### src/rtl/nn_requant_stage.sv
// Output stage after a sequential linear layer. It captures the accumulator vector, then requantizes
// one element per cycle, publishes the parallel result bus, and streams the elements over valid/ready.
module nn_requant_stage #(
   parameter int unsigned N_OUT = 4,
   parameter int unsigned ACC_W = 20,
   parameter int unsigned OUT_W = 8,
   parameter int unsigned SHIFT = 7,
   parameter int unsigned RELU  = 1
) (
   input  logic                   clk,
   input  logic                   rst,
   input  logic                   in_done,
   input  logic [N_OUT*ACC_W-1:0] acc_flat,
   output logic                   busy,
   output logic                   next_start,
   output logic [N_OUT*OUT_W-1:0] out_flat,
   output logic                   m_valid,
   input  logic                   m_ready,
   output logic [OUT_W-1:0]       m_data,
   output logic                   m_last,
   output logic                   err_overrun
);

   localparam int unsigned IDX_W  = (N_OUT > 1) ? $clog2(N_OUT) : 1;
   localparam int unsigned XW     = ACC_W + 1;
   localparam int unsigned RND_SH = (SHIFT > 0) ? SHIFT - 1 : 0;
   localparam logic [IDX_W-1:0]     LAST_IDX = IDX_W'(N_OUT - 1);
   localparam logic signed [XW-1:0] RND      = (SHIFT > 0) ? (XW'(1) << RND_SH) : XW'(0);
   localparam logic signed [XW-1:0] SAT_MAX  = XW'((1 << (OUT_W - 1)) - 1);
   localparam logic signed [XW-1:0] SAT_MIN  = XW'(-(1 << (OUT_W - 1)));

   typedef enum logic [1:0] {IDLE, PROC, STREAM} state_t;

   state_t                   state_q, state_d;
   logic [IDX_W-1:0]         idx_q, idx_d, sidx_q, sidx_d;
   logic [N_OUT*ACC_W-1:0]   acc_buf, acc_buf_d;
   logic [N_OUT*OUT_W-1:0]   out_flat_d;
   logic                     busy_d, next_start_d, m_valid_d, m_last_d, err_overrun_d;
   logic [OUT_W-1:0]         m_data_d;

   // Optional ReLU, round-half-up arithmetic shift at ACC_W+1 bits, saturate to OUT_W.
   function automatic logic [OUT_W-1:0] requant(input logic [ACC_W-1:0] a);
      logic signed [XW-1:0] x;
      logic signed [XW-1:0] y;
      logic [OUT_W-1:0]     r;
      x = {a[ACC_W-1], a};
      if (RELU != 0 && x[XW-1]) x = '0;
      y = (x + RND) >>> SHIFT;
      if (y > SAT_MAX)      r = SAT_MAX[OUT_W-1:0];
      else if (y < SAT_MIN) r = SAT_MIN[OUT_W-1:0];
      else                  r = y[OUT_W-1:0];
      return r;
   endfunction

   always_ff @(posedge clk) begin
      if (rst) begin
         state_q     <= IDLE;
         idx_q       <= '0;
         sidx_q      <= '0;
         acc_buf     <= '0;
         out_flat    <= '0;
         busy        <= 1'b0;
         next_start  <= 1'b0;
         m_valid     <= 1'b0;
         m_data      <= '0;
         m_last      <= 1'b0;
         err_overrun <= 1'b0;
      end else begin
         state_q     <= state_d;
         idx_q       <= idx_d;
         sidx_q      <= sidx_d;
         acc_buf     <= acc_buf_d;
         out_flat    <= out_flat_d;
         busy        <= busy_d;
         next_start  <= next_start_d;
         m_valid     <= m_valid_d;
         m_data      <= m_data_d;
         m_last      <= m_last_d;
         err_overrun <= err_overrun_d;
      end
   end

   always_comb begin
      state_d       = state_q;
      idx_d         = idx_q;
      sidx_d        = sidx_q;
      acc_buf_d     = acc_buf;
      out_flat_d    = out_flat;
      next_start_d  = 1'b0;
      err_overrun_d = err_overrun | (in_done & (state_q != IDLE));

      case (state_q)
         IDLE: begin
            if (in_done) begin
               acc_buf_d = acc_flat;
               idx_d     = '0;
               state_d   = PROC;
            end
         end
         PROC: begin
            out_flat_d[idx_q*OUT_W +: OUT_W] = requant(acc_buf[idx_q*ACC_W +: ACC_W]);
            if (idx_q == LAST_IDX) begin
               sidx_d       = '0;
               next_start_d = 1'b1;
               state_d      = STREAM;
            end else begin
               idx_d = idx_q + 1'b1;
            end
         end
         STREAM: begin
            if (m_valid && m_ready) begin
               if (sidx_q == LAST_IDX) state_d = IDLE;
               else                    sidx_d  = sidx_q + 1'b1;
            end
         end
         default: state_d = IDLE;
      endcase

      // Stream outputs follow the next state so the first beat already sees the final element.
      busy_d    = (state_d != IDLE);
      m_valid_d = (state_d == STREAM);
      m_last_d  = (state_d == STREAM) && (sidx_d == LAST_IDX);
      m_data_d  = m_valid_d ? out_flat_d[sidx_d*OUT_W +: OUT_W] : m_data;
   end

endmodule

### config.mk
export PLATFORM = sky130hd
export DESIGN_NAME = nn_requant_stage
export DESIGN_NICKNAME = d
export VERILOG_FILES = /design/src/rtl/nn_requant_stage.sv
export SDC_FILE = /design/constraint.sdc
export NUM_CORES = 1
export LEC_CHECK = 0
export ABC_CLOCK_PERIOD_IN_PS = 8300
export CORE_MARGIN = 2
export CORE_UTILIZATION = 53
export CTS_BUF_LIST = sky130_fd_sc_hd__clkbuf_16
export DETAILED_ROUTE_END_ITERATION = 10
export PLACE_DENSITY = 0.95
export SYNTH_ARGS = -nofsm -noshare
export SYNTH_HDL_FRONTEND = slang
export SYNTH_SLANG_ARGS = --single-unit
### constraint.sdc
create_clock -name clk -period 8.3 [get_ports clk]
set_input_delay 2.49 -clock clk [delete_from_list [all_inputs] [get_ports clk]]
set_output_delay 2.49 -clock clk [all_outputs]
set_load 0.01 [all_outputs]
==> flow_summary.ini <==
[routing]
wl_per_cell_um = 17.0
post_drt_via_cell_ratio = 6.05
drc_errors = 0
routed_wl_um = 14400
dr.pass1.iters = 5
vias = 5115
drt_iter0_markers = 327
postRouteAntennaNets = 0

[placement]
portBuffers = 104
dpl-instance-area_mm2 = 0.00626
placedCellCount = 830
dp_slack_ns = 2.90
dp_hpwl_um = 9930
gp_congestion = 0.965

[setup_path]
worst-path-buf-inv = 2
crit_path_cell_trace = clkdlybuf4s50_1, and2_2, a21oi_1, or2_2, nor2b_1, buf_4, nor3b_1, a2111oi_0, a211oi_1
crit_fanout = 57
critPathLaunch = in_done
required_ns = 8.55
r2r_start = idx_q[0]
crit_type = in -> reg
critical-path-slowest-cell = and2_2
cp-start-kind = primary input
cpPeakStageDelay_ns = 0.77
crit_family = simple AND/OR/NAND/NOR gates
worstPathArrival_ns = 5.29
crit_path_end_kind = flop

[timing]
tns_ns = 0
fin_skew_ns = 0.00634
max-slew-margin-rel = 0.366
worstMarginPinSlew_ns = 0.948
fmax_mhz = 199
period_needed_ns = 5.03
period_share = 0.607
setup_viol = 0
hold_violations = 0
slew_viol_final = 0
rsz0062_at_grt = false
setup_ws_ns = 3.27

[clock_tree]
cts_made_buffers = 9
cts_hold_buf = 0
root_buffer = clkbuf_16
cts_htree_levels = 3
clk_pin_slew_worst_paths_ns = 0.07
clk_path_buf_depth = 2
cts_sinks = 107
cts_resized = 0
cts_setup_buffers = 0
cts_tree = yes
clkLatencyLatePin_ns = 0.35

[pwr]
power.density_mw_per_mm2 = 174
p_leak_nw = 2.35
ir_worst_vdd_uv = 97.4

[outcome]
status = finished clean

[synthesis]
synth.cell_area_mm2 = 0.00519
ys.flop_type = dfxtp_1
synth_nets = 725
yosysMostFrequentCell = nand2_1
synth_top_area_frac = 0.412
syn_avg_cell_area_um2 = 8.24
synth_edf_count = 0
synthTopCellsByCount = nand2_1 (153), dfxtp_1 (107), a21oi_1 (81)
synth-seq-area-share = 0.412
synthArstFlopShare = 0
yosys-top-cells-area = dfxtp_1 (41%), nand2_1 (11%), a21oi_1 (7.8%)
synth.distinct_cells = 53
synth-seq-cells = 107
yosys.area.top_type = dfxtp_1
synthCells = 630
ys_warn_count = 0

[die]
die_w_um = 103
dieHeight_um = 103
fp-row-count = 36
core_area_mm2 = 0.00964
die-area_mm2 = 0.0106
io_pins = 129
initial_core_util = 0.539

[global_route]
grt_overflow = 0
grt_pass1_wl_um = 23000
grt_pass1_vias = 4817
track_usage = 0.277
grt_max_degree = 67
antenna_found_initial = 0

[worst_hold_path]
hp-start = out_flat[15]
worstHoldPathType = reg -> reg

[layout]
drive_gt1_frac = 0.0758
fin_nets = 803
final_area_mm2 = 0.00654
fin_cells = 845
area_growth_syn_to_layout_pct = 25.9
diodes = 0

[run]
drv_cap = 0
[placed cells by master (no fill, tap or decap), drive strengths merged, types with 3 or more instances in the layout]
cell	instances
a211oi	8
a21oi	83
a221oi	13
a22oi	20
a31oi	4
a41oi	4
and2	8
and3	3
and4	4
buf	10
clkbuf	9
clkdlybuf4s50	103
clkinv	3
dfxtp	107
ha	11
inv	10
mux2i	3
mux4	14
nand2	153
nand2b	11
nand3	9
nand4	5
nor2	50
nor2b	7
nor3	5
o21ai	15
o221ai	3
o31ai	3
o32ai	3
xnor2	3
[registers in the layout (all words and copies together), names as in the netlist, 2 cells and up]
| name | cells |
|---|---|
| acc_buf | 56 |
| idx_q | 2 |
| m_data | 8 |
| out_flat | 32 |
| sidx_q | 2 |
| state_q | 2 |
[power breakdown]
part           internal (W)  switching [W]  total (W)
Clock              0.000206       0.000199   0.000405
Sequential         0.000535      0.0000143   0.000550
Combinational     0.0000790       0.000106   0.000185
[worst paths after layout]
check | end | slack, ns | depth (start not counted)
worst max-delay path | m_data[5] | 3.27 | 9
worst min register to register | out_flat[15] | 0.45 | 2
worst max register to register | m_data[5] | 4.05 | 11
worst min-delay path | out_flat[15] | 0.45 | 2
[per-layer routing]
| layer | vias to the layer above | GRT usage | wire length [µm] |
|---|---|---|---|
| met2 | 288 | 0.489 | 7110 |
| met5 | - | 0 | 0 |
| met3 | 42 | 0.0393 | 1090 |
| met4 | 0 | 0.129 | 525 |
| met1 | 2390 | 0.332 | 5670 |
| li1 | 2395 | - | - |
[cell type report]
| type | instances | area [µm²] |
|---|---|---|
| well taps | 133 | 166 |
| fillers | 745 | 3100 |
| repair buffers | 113 | 1100 |
| clock inverters | 6 | 50.0 |
| clock buffers | 9 | 225 |
| inverters | 8 | 30.0 |
| flip-flops and latches | 107 | 2140 |
| multi-input cells | 469 | 2820 |
[cells by family after synthesis]
| family | after synthesis | share of synthesized area |
|---|---|---|
| buffers and inverters | 54 | 0.0455 |
| adders and majority gates | 11 | 0.0265 |
| xor gates and xnor gates | 5 | 0.00843 |
| muxes | 18 | 0.0687 |
| AOI/OAI and AO/OA | 172 | 0.218 |
| and+or+nand+nor | 263 | 0.220 |
| DFF | 107 | 0.412 |
[metrics by stage]
step / utilization / hold slack [ns] / power (W)
finish: 0.678 / 0.451 / 0.00114
global route: 0.678 / 0.473 / 0.00118
CTS: 0.678 / 0.457 / 0.00114
detailed placement: 0.650 / 0.446 / 0.000740
global placement: 0.650 / 0.438 / 0.000731
floorplan: - / 0.433 / 0.000675
[worst reg2reg max path, stage by stage (launching register included)]
cell	delay [ns]
dfxtp_1	0.54
buf_4	0.37
mux4_2	0.60
nor2b_1	0.16
ha_1	0.29
and4_1	0.22
a211oi_2	0.30
nor3_1	0.11
a211oi_2	0.69
nand2_1	0.30
a2111oi_0	0.44
a211oi_1	0.11
Power figures use the tool's default switching activity.
